==> src/rtl/commit_packet_arbiter_pkg.sv <==
// Shared types and index helpers for the commit-port packet arbiter.
package commit_packet_arbiter_pkg;

  typedef enum logic {
    ARB_IDLE   = 1'b0,
    ARB_LOCKED = 1'b1
  } arb_state_e;

  typedef struct packed {
    logic sop;
    logic eop;
  } beat_flags_t;

  function automatic int log2up(input int n);
    return (n > 1) ? $clog2(n) : 1;
  endfunction

  // Modular add for requester indices; valid for idx < n and inc <= n.
  function automatic int wrap_add(input int idx, input int inc, input int n);
    int s;
    s = idx + inc;
    return (s >= n) ? s - n : s;
  endfunction

endpackage

==> src/rtl/commit_skid_buf.sv <==
// Two-entry elastic buffer; full and out_valid come straight from registers.
module commit_skid_buf #(
  parameter int WIDTH = 66
) (
  input  logic             clk,
  input  logic             reset,
  input  logic             in_valid,
  input  logic [WIDTH-1:0] in_data,
  output logic             in_ready,
  output logic             out_valid,
  output logic [WIDTH-1:0] out_data,
  input  logic             out_ready
);

  logic             vld_p0, vld_p1;
  logic [WIDTH-1:0] data_p0, data_p1;
  logic             push, pop;

  assign push      = in_valid & ~vld_p1;
  assign pop       = vld_p0 & out_ready;
  assign in_ready  = ~vld_p1;
  assign out_valid = vld_p0;
  assign out_data  = data_p0;

  always_ff @(posedge clk or posedge reset) begin
    if (reset) begin
      vld_p0 <= 1'b0;
      vld_p1 <= 1'b0;
    end else begin
      case ({push, pop})
        2'b10: begin
          if (vld_p0) vld_p1 <= 1'b1;
          else        vld_p0 <= 1'b1;
        end
        2'b01: begin
          vld_p0 <= vld_p1;
          vld_p1 <= 1'b0;
        end
        default: ;
      endcase
    end
  end

  // Entry 0 is always the head; a simultaneous push and pop refills it directly.
  always_ff @(posedge clk) begin
    case ({push, pop})
      2'b10: begin
        if (vld_p0) data_p1 <= in_data;
        else        data_p0 <= in_data;
      end
      2'b01: data_p0 <= data_p1;
      2'b11: data_p0 <= in_data;
      default: ;
    endcase
  end

endmodule

==> src/rtl/commit_packet_arbiter.sv <==
// Round-robin commit-port arbiter with packet locking from sop to eop and an
// optional two-entry registered output stage.
module commit_packet_arbiter
  import commit_packet_arbiter_pkg::*;
#(
  parameter int  NUM_REQS = 4,
  parameter int  DATAW    = 64,
  parameter bit  OUT_REG  = 1'b1,
  localparam int IDXW     = log2up(NUM_REQS)
) (
  input  logic                      clk,
  input  logic                      reset,
  input  logic [NUM_REQS-1:0]       req_valid,
  input  logic [NUM_REQS*DATAW-1:0] req_data,
  input  logic [NUM_REQS-1:0]       req_sop,
  input  logic [NUM_REQS-1:0]       req_eop,
  output logic [NUM_REQS-1:0]       req_ready,
  output logic                      out_valid,
  output logic [DATAW-1:0]          out_data,
  output logic                      out_sop,
  output logic                      out_eop,
  input  logic                      out_ready,
  output logic [IDXW-1:0]           grant_idx,
  output logic                      locked
);

  typedef struct packed {
    logic [DATAW-1:0] data;
    beat_flags_t      flags;
  } beat_t;

  arb_state_e      state;
  logic [IDXW-1:0] ptr, lock_idx, winner, cand, sel, sel_next;
  logic            have_winner, grant_en, can_accept, beat_valid, xfer;
  beat_t           beat;

  always_comb begin
    winner      = '0;
    have_winner = 1'b0;
    cand        = '0;
    for (int i = 0; i < NUM_REQS; i++) begin
      cand = IDXW'(wrap_add(int'(ptr), i, NUM_REQS));
      if (!have_winner && req_valid[cand]) begin
        winner      = cand;
        have_winner = 1'b1;
      end
    end
  end

  assign sel        = (state == ARB_LOCKED) ? lock_idx : winner;
  assign sel_next   = IDXW'(wrap_add(int'(sel), 1, NUM_REQS));
  assign grant_en   = ~reset & ((state == ARB_LOCKED) | have_winner);
  assign beat_valid = grant_en & req_valid[sel];
  assign beat       = {req_data[int'(sel)*DATAW +: DATAW], req_sop[sel], req_eop[sel]};
  assign req_ready  = (grant_en & can_accept) ? (NUM_REQS'(1) << sel) : '0;
  assign xfer       = beat_valid & can_accept;
  assign grant_idx  = sel;
  assign locked     = (state == ARB_LOCKED);

  generate
    if (OUT_REG) begin : g_out_reg
      logic [DATAW+1:0] skid_out;
      logic             skid_ready;

      commit_skid_buf #(.WIDTH(DATAW + 2)) u_skid (
        .clk       (clk),
        .reset     (reset),
        .in_valid  (beat_valid),
        .in_data   (beat),
        .in_ready  (skid_ready),
        .out_valid (out_valid),
        .out_data  (skid_out),
        .out_ready (out_ready)
      );

      assign can_accept                   = skid_ready;
      assign {out_data, out_sop, out_eop} = skid_out;
    end else begin : g_out_comb
      assign can_accept = out_ready;
      assign out_valid  = beat_valid;
      assign out_data   = beat.data;
      assign out_sop    = beat.flags.sop;
      assign out_eop    = beat.flags.eop;
    end
  endgenerate

  // The pointer only advances at packet boundaries, so fairness is per packet.
  always_ff @(posedge clk or posedge reset) begin
    if (reset) begin
      state    <= ARB_IDLE;
      ptr      <= '0;
      lock_idx <= '0;
    end else if (xfer) begin
      if (state == ARB_IDLE) begin
        if (beat.flags.eop) begin
          ptr <= sel_next;
        end else begin
          state    <= ARB_LOCKED;
          lock_idx <= sel;
        end
      end else if (beat.flags.eop) begin
        state <= ARB_IDLE;
        ptr   <= sel_next;
      end
    end
  end

`ifndef SYNTHESIS
  a_sop_first: assert property (@(posedge clk) disable iff (reset)
    (xfer && state == ARB_IDLE) |-> beat.flags.sop);
  a_sop_cont: assert property (@(posedge clk) disable iff (reset)
    (xfer && state == ARB_LOCKED) |-> !beat.flags.sop);

  for (genvar g = 0; g < NUM_REQS; g++) begin : g_hold
    a_hold: assert property (@(posedge clk) disable iff (reset)
      (req_valid[g] && !req_ready[g]) |=>
        (req_valid[g] && $stable(req_data[g*DATAW +: DATAW]) &&
         $stable(req_sop[g]) && $stable(req_eop[g])));
  end
`endif

endmodule

==> config.mk <==
export PLATFORM = sky130hd
export DESIGN_NAME = commit_packet_arbiter
export DESIGN_NICKNAME = d
export VERILOG_FILES = /design/src/rtl/commit_packet_arbiter_pkg.sv /design/src/rtl/commit_skid_buf.sv /design/src/rtl/commit_packet_arbiter.sv
export SDC_FILE = /design/constraint.sdc
export NUM_CORES = 1
export LEC_CHECK = 0
export CAP_MARGIN = 25
export CORE_MARGIN = 4
export CORE_UTILIZATION = 43
export CTS_CLUSTER_SIZE = 40
export DETAILED_ROUTE_END_ITERATION = 12
export PLACE_DENSITY_LB_ADDON = 0.15
export SLEW_MARGIN = 20
export SYNTH_ARGS = -nofsm -noshare
export SYNTH_HDL_FRONTEND = slang
export SYNTH_HIERARCHICAL = 1
export SYNTH_SLANG_ARGS = --single-unit
==> constraint.sdc <==
create_clock -name clk -period 8.4 [get_ports clk]
set_input_delay 1.26 -clock clk [delete_from_list [all_inputs] [get_ports clk]]
set_output_delay 1.26 -clock clk [all_outputs]
set_load 0.1 [all_outputs]
* Word-level counts from Yosys, hierarchy flattened
Index checks and enable logic that the tools add are counted.
** Word-level totals
- Flip-flop bits (word level) :: 139
- Input port bits :: 271
- Word-level logic and storage cells :: 91
** Cells by class
- Add/sub/neg operators :: 9
- $lt $le $gt $ge :: 10
- Equality and inequality tests :: 5
- Shift operators :: 2
- Mux-type cells :: 35
- Bitwise gates (word level) :: 10
- Reduce and logical (&&, ||, !) cells :: 13
** Operators with widths (number)
- 256-bit by 9-bit variable part select with 64-bit output :: 1
- 66-bit one-hot mux with 3 select lines :: 1
- 66-bit two-way mux :: 1
- 2-bit two-way mux :: 10
- 2-bit by 3-bit less-than comparator with 1-bit output (second input constant) :: 5
- 1-bit binary-select mux with 2-bit select :: 7
- 1-bit two-way mux :: 13
- 3-bit >= comparator (second input constant) :: 4
- 2-bit by 1-bit subtractor with 2-bit output (second input constant) :: 5
- 2-bit AND reduction :: 4
- 2-bit by 1-bit adder with 3-bit output (second input constant) :: 2
- 2-bit by 2-bit adder with 3-bit output (second input constant) :: 2
- 1-bit AND :: 5
- 2-bit == test (second input constant) :: 2
- 4-bit two-way mux :: 1
- 1-bit NOT :: 4
- 1-bit one-hot mux with 2 select lines :: 2
- 1-bit by 2-bit << shifter with 4-bit output (first input constant) :: 1
- 2-bit by 3-bit >= comparator with 1-bit output (second input constant) :: 1
- 1-bit logical AND :: 3
- 1-bit logical NOT :: 3
- 3-bit AND reduction :: 1
- 3-bit nonzero test :: 1
- 2-bit by 1-bit == test with 1-bit output (second input constant) :: 1
- other kinds (4) :: 4

* Depth between registers and ports, before layout
- Word-level depth :: 22
- Depth in mapped cells :: 13
- Gate-level depth less buffers :: 10

* Hierarchy
The synthesis kept the hierarchy.
** Modules (own cells, without submodules)
- commit_skid_buf :: instances 1, cells an instance 223, area each 5034.8 sq um
- commit_packet_arbiter :: instances 1, cells an instance 460, area each 2727.6 sq um

* Worst setup path after synthesis
Ideal clock, no wire load.
- Path type :: input to register
- Start point :: in req_valid[1]
- End point :: reg g_out_reg.u_skid.data_p0[0] (netlist: g_out_reg.u_skid/out_data[0]), enable pin
- Library setup time :: 0.581 ns
- Data arrival time :: 7.122 ns
- Data required time :: 7.819 ns
- Setup slack :: 0.697 ns
- Stages on the path :: 9
- Buffers on the path :: 2
- Path through :: buf_4 -> nor2_1 -> o2bb2ai_1 -> o41a_1 -> buf_6 -> mux2i_1 -> nor2b_1 -> nand2b_1 -> o21ai_0
** Between the ends
- Word-level cells in the longest chain between the ends :: 20
- Elaborated cells between the ends (all ways) :: 35
- Those cells by class :: eq/ne: 4; mux: 19; bitwise: 4; reduce/logical: 8
** Ends and longest elaborated chain
- start, declared :: line commit_packet_arbiter.sv:13 : input logic [NUM_REQS-1:0] req_valid,
- 1-bit binary-select mux with 2-bit select :: line commit_packet_arbiter.sv:43 : if (!have_winner && req_valid[cand]) begin
- 1-bit two-way mux (not written as such) :: line commit_packet_arbiter.sv:43
- 1-bit two-way mux :: line commit_packet_arbiter.sv:43
- 1-bit logical NOT :: line commit_packet_arbiter.sv:43
- 1-bit logical AND :: line commit_packet_arbiter.sv:43
- 1-bit two-way mux :: line commit_packet_arbiter.sv:43
- 1-bit logical NOT :: line commit_packet_arbiter.sv:43
- 1-bit logical AND :: line commit_packet_arbiter.sv:43
- [... 5 more ...]
- 1-bit binary-select mux with 2-bit select :: line commit_packet_arbiter.sv:53 : assign beat_valid = grant_en & req_valid[sel];
- 1-bit two-way mux (not written as such) :: line commit_packet_arbiter.sv:53
- 1-bit AND * :: line commit_packet_arbiter.sv:53
- named net beat_valid :: line commit_packet_arbiter.sv:34 : logic have_winner, grant_en, can_accept, beat_valid, xfer;
- 1-bit AND * :: line commit_skid_buf.sv:19 : assign push = in_valid & ~vld_p1;
- 2-bit == test or 2-bit by 1-bit == test with 1-bit output (tied branches) :: line commit_skid_buf.sv:46 : case ({push, pop})
- 2-bit != test (no source line) or 3-bit nonzero test (tied branches)
- 2-bit AND reduction (no source line) *
- end signal, assigned :: line commit_skid_buf.sv:49 : else data_p0 <= in_data;
- end signal, assigned :: line commit_skid_buf.sv:51 : 2'b01: data_p0 <= data_p1;
- end signal, assigned :: line commit_skid_buf.sv:52 : 2'b11: data_p0 <= in_data;
- end, declared :: line commit_skid_buf.sv:16 : logic [WIDTH-1:0] data_p0, data_p1;
The timed path passes the listed nets; every way through them passes the cells marked *. The select of a mux whose other input is x is not followed.
A chain may end at the register's enable or synchronous reset.

* Worst setup path in the final report
- Start point :: in req_valid[1]
- End point :: out grant_idx[1]
** Between the ends
- Word-level cells in the longest chain between the ends :: 13
- Elaborated cells between the ends (all ways) :: 22
- Those cells by class :: mux: 16; reduce/logical: 6
** Ends and longest elaborated chain
- 1-bit binary-select mux with 2-bit select :: line commit_packet_arbiter.sv:43
- 1-bit two-way mux (not written as such) :: line commit_packet_arbiter.sv:43
- 1-bit two-way mux :: line commit_packet_arbiter.sv:43
- 1-bit logical NOT :: line commit_packet_arbiter.sv:43
- 1-bit logical AND :: line commit_packet_arbiter.sv:43
- 1-bit two-way mux :: line commit_packet_arbiter.sv:43
- 1-bit logical NOT :: line commit_packet_arbiter.sv:43
- 1-bit logical AND :: line commit_packet_arbiter.sv:43
- 1-bit two-way mux :: line commit_packet_arbiter.sv:43
- 1-bit logical NOT :: line commit_packet_arbiter.sv:43
- 1-bit logical AND :: line commit_packet_arbiter.sv:43
- 2-bit two-way mux * :: line commit_packet_arbiter.sv:43
- 2-bit two-way mux * :: line commit_packet_arbiter.sv:50 : assign sel = (state == ARB_LOCKED) ? lock_idx : winner;
- end, declared :: line commit_packet_arbiter.sv:23 : output logic [IDXW-1:0] grant_idx,
Every way passes the cells marked *; elsewhere a longest branch is shown, timed or not. The select of a mux whose other input is x is not followed.

==> flow_summary.json <==
{
  "design.core.area_um2": 17480,
  "totalWireLength_um": 22450,
  "crit_arrival_ns": 4.66,
  "number_of_antenna_violations_at_the_first_check_in_global_routing": 0,
  "syn_nets": 961,
  "timing_hold_violations_final": 0,
  "layout_cell_share_with_drive_strength_beyond_1_pct": 11.40,
  "fin_util_pct": 68.12,
  "final_nets": 1275,
  "placement.cell_area_um2": 11300,
  "final_design_area_no_fill_um2": 11910,
  "instances_no_fill": 1234,
  "setup.worst_path.end_class": "output pin",
  "final_period_minus_worst_setup_slack_ns": 5.923,
  "slew-limit-headroom_pct": 27.30,
  "pwr-share-clk_pct": 13.8,
  "detailedRoute.firstIterationViolations": 264,
  "ys_seq_area_share_pct": 53.32,
  "r2r-end": "g_out_reg.u_skid/out_data[30]",
  "routed-via-count": 6460,
  "fmax_ghz": 0.1688,
  "worst_hold_path.endpoint": "g_out_reg.u_skid/out_data[57]",
  "grt_pass1_vias": 6233,
  "largest_net_degree_at_the_start_of_global_routing": 74,
  "grt_setup_unrepaired": "false",
  "num_io_pins": 345,
  "power-per-cell-area_nw_per_um2": 462.5,
  "postSynthCellCount": 683,
  "detail_route.vias_per_cell": 5.235,
  "critPathKind": "in2out",
  "die-width_um": 142.4,
  "clkSinkCount": 139,
  "routed-wl-met3_um": 2096,
  "cts_resized": 0,
  "synth_area_per_cell_um2": 11.37,
  "power.sequential.fraction_pct": 23.5,
  "syn2layout_area_growth_pct": 53.37,
  "cts_made_buffers": 17,
  "setup-tns-final_ns": 0,
  "cts_tree": "yes",
  "io_buffer_count": 344,
  "power.share.combinational_pct": 62.7,
  "rr_worst_depth": 10,
  "overflow": 0,
  "worst_r2r_startpoint": "ptr[1]",
  "mostFrequentLayoutCell": "sky130_fd_sc_hd__clkdlybuf4s50_1",
  "effective_utilization_at_floorplan_pct": 44.42,
  "post-place-cells": 1203,
  "cts_root_buffer": "sky130_fd_sc_hd__clkbuf_16",
  "post_synth_instance_area_um2": 7762,
  "internal-power_uw": 2758,
  "average_wire_per_standard_cell_um": 18.20,
  "critical_path_peak_fanout": 65,
  "layout.cells.most_common_list": "344 x sky130_fd_sc_hd__clkdlybuf4s50_1, 136 x sky130_fd_sc_hd__nand2_1, 132 x sky130_fd_sc_hd__edfxtp_1",
  "topRoutingLayerUsed": "met4",
  "type_of_origin_of_the_critical_path": "input port",
  "layout_worst_path_cycle_share_pct": 70.52,
  "drt.antenna.violating_nets": 0,
  "wl_met1_um": 8817,
  "final-setup-viol-count": 0,
  "placementRows": 48,
  "power.leakage_uw": 0.004335,
  "worst_skew_pair.late_latency_ns": 0.41,
  "yosys_warnings": 6,
  "distinct_cells_synth": 45,
  "floorplan.die_area_um2": 20270,
  "timing.reg2reg.setup_slack_ns": 4.33,
  "worstHoldPathCells": 1,
  "grt_pass1_wl_um": 33430,
  "groute.usage.overall_pct": 21.13,
  "ys_seq_elements": 139,
  "drt_first_pass_iters": 4,
  "outcome": "complete, no violations",
  "place_hpwl_um": 16770,
  "holdBufCountCts": 0,
  "cts.htree.levels": 4,
  "antennaDiodeCount": 0,
  "path_clk_slew_ns": 0.06,
  "worst_pin_slew_ns": 1.087,
  "timing.critical_path.required_ns": 7.14,
  "wl_met2_um": 11180,
  "finClkSkew_ns": 0.007178,
  "die_height_um": 142.4,
  "place_congestion": 0.8615,
  "fin_worst_hold_slack_ns": 0.5426,
  "netSwitchingFraction_pct": 49.91,
  "peakVddDrop_mv": 0.3785,
  "post_cts.repair.setup_buffers": 0,
  "hp-class": "reg2reg",
  "holdCritStartpoint": "g_out_reg.u_skid/data_p1[57]",
  "total_switching_power_uw": 2748,
  "max-cap-violations": 0,
  "detail_route.drc_violations": 0,
  "maximum_root_to_sink_buffer_count": 2,
  "maxSlewViolCount": 0
}
-- per-layer routing --
layer,vias up,track usage [%]
met3,27,7.426
met2,246,36.27
met5,-,0
met4,0,6.453
li1,3165,-
met1,3022,25.02
-- kinds of logic (layout without fill, tap and decap cells) --
| kind of cell | Yosys count | after routing | share of synthesized area [%] |
|---|---|---|---|
| mux | 79 | 79 | 13.10 |
| compound gates | 154 | 154 | 13.86 |
| fa+ha+maj | 7 | 7 | 1.128 |
| simple gates | 233 | 233 | 14.25 |
| flops | 139 | 139 | 53.32 |
| buf+inv | 71 | 397 | 4.336 |
-- cells in the mapped netlist --
library cell | count | area, um2
sky130_fd_sc_hd__a21boi_0 | 1 | 7.510
sky130_fd_sc_hd__nand2_1 | 136 | 510.5
sky130_fd_sc_hd__nor2b_1 | 5 | 31.28
sky130_fd_sc_hd__mux2_4 | 31 | 465.5
sky130_fd_sc_hd__dfrtp_1 | 7 | 175.2
sky130_fd_sc_hd__a21oi_1 | 7 | 35.03
sky130_fd_sc_hd__edfxtp_1 | 132 | 3964
sky130_fd_sc_hd__o22ai_1 | 2 | 12.51
sky130_fd_sc_hd__and3_1 | 4 | 25.02
sky130_fd_sc_hd__o21bai_1 | 1 | 7.510
sky130_fd_sc_hd__o21ai_2 | 1 | 8.760
sky130_fd_sc_hd__o32ai_1 | 1 | 8.760
sky130_fd_sc_hd__nand3b_1 | 2 | 15.01
sky130_fd_sc_hd__nor2_1 | 7 | 26.28
sky130_fd_sc_hd__mux2_2 | 36 | 405.4
sky130_fd_sc_hd__nor3b_1 | 1 | 7.510
sky130_fd_sc_hd__a211oi_2 | 1 | 12.51
sky130_fd_sc_hd__a21o_1 | 1 | 7.510
sky130_fd_sc_hd__ha_1 | 7 | 87.58
sky130_fd_sc_hd__o21ai_0 | 2 | 10.01
sky130_fd_sc_hd__or2_2 | 1 | 6.260
sky130_fd_sc_hd__mux2i_4 | 1 | 22.52
sky130_fd_sc_hd__o32ai_2 | 1 | 16.27
sky130_fd_sc_hd__clkbuf_1 | 39 | 146.4
sky130_fd_sc_hd__nand3_1 | 3 | 15.01
sky130_fd_sc_hd__and2_1 | 53 | 331.6
sky130_fd_sc_hd__o2bb2ai_1 | 1 | 8.760
sky130_fd_sc_hd__o2111a_1 | 1 | 11.26
sky130_fd_sc_hd__buf_4 | 4 | 30.03
sky130_fd_sc_hd__buf_2 | 8 | 40.04
sky130_fd_sc_hd__mux4_2 | 1 | 22.52
sky130_fd_sc_hd__mux2i_1 | 9 | 90.09
sky130_fd_sc_hd__o311ai_1 | 1 | 8.760
sky130_fd_sc_hd__or4_1 | 1 | 7.510
sky130_fd_sc_hd__o41a_1 | 1 | 11.26
sky130_fd_sc_hd__and2_0 | 14 | 87.58
sky130_fd_sc_hd__buf_6 | 6 | 67.56
sky130_fd_sc_hd__a31oi_1 | 66 | 412.9
sky130_fd_sc_hd__inv_1 | 14 | 52.55
sky130_fd_sc_hd__o22a_1 | 1 | 8.760
sky130_fd_sc_hd__mux2_1 | 1 | 11.26
sky130_fd_sc_hd__or3_4 | 1 | 11.26
sky130_fd_sc_hd__or3_1 | 2 | 12.51
sky130_fd_sc_hd__a211oi_1 | 65 | 488.0
sky130_fd_sc_hd__nand2b_1 | 3 | 18.77
-- worst max-delay path by stage --
stage	start	endpoint	slack [ns]	depth (start not counted)
after floorplan	req_valid[1]	g_out_reg.u_skid/out_data[0]	0.70	9
after CTS	req_valid[0]	grant_idx[1]	2.45	8
after detailed placement	req_valid[0]	grant_idx[1]	2.46	8
after global routing	req_valid[1]	grant_idx[1]	2.27	8
after global placement	req_valid[0]	grant_idx[1]	2.48	8
final	req_valid[1]	grant_idx[1]	2.48	8
-- through the flow --
stage / total power [uW] / worst slack (ns)
6_report: 5506 / 2.477
5_1_grt: 5803 / 2.274
4_1_cts: 5570 / 2.450
3_5_place_dp: 4789 / 2.456
3_3_place_gp: 4742 / 2.481
2_1_floorplan: 3957 / 0.6968
-- power groups by stage --
stage	Sequential, uW	Combinational (uW)	Clock, uW
after global routing	1320	3680	807
after global placement	1300	3440	0
after floorplan	2490	1470	0
final	1290	3450	760
after CTS	1300	3490	778
after detailed placement	1310	3480	0
-- worst max-delay path, stage by stage --
cell and delay (ns):
sky130_fd_sc_hd__clkdlybuf4s50_1 0.58, sky130_fd_sc_hd__a21oi_1 0.20, sky130_fd_sc_hd__o21ai_0 0.09, sky130_fd_sc_hd__nor2b_1 0.14, sky130_fd_sc_hd__or2_2 0.33, sky130_fd_sc_hd__o21ai_4 0.20, sky130_fd_sc_hd__buf_4 0.58, sky130_fd_sc_hd__clkdlybuf4s50_1 1.26
-- sequential cells by signal, indices dropped and copies added, names as in the netlist --
signal,cells
g_out_reg.u_skid/data_p1,66
g_out_reg.u_skid/out_data,66
lock_idx,2
ptr,2
g_out_reg.u_skid/out_valid,1
g_out_reg.u_skid/vld_p1,1
locked,1
-- cell type report --
type,count,area (um2)
Clock buffer,18,429.2
Clock inverter,13,176.4
Fill cell,1355,5572
Inverter,14,53.80
Multi-Input combinational cell,473,3322
Sequential cell,139,4139
Tap cell,225,281.5
Timing Repair Buffer,352,3503
Power figures use the tool's default switching activity.
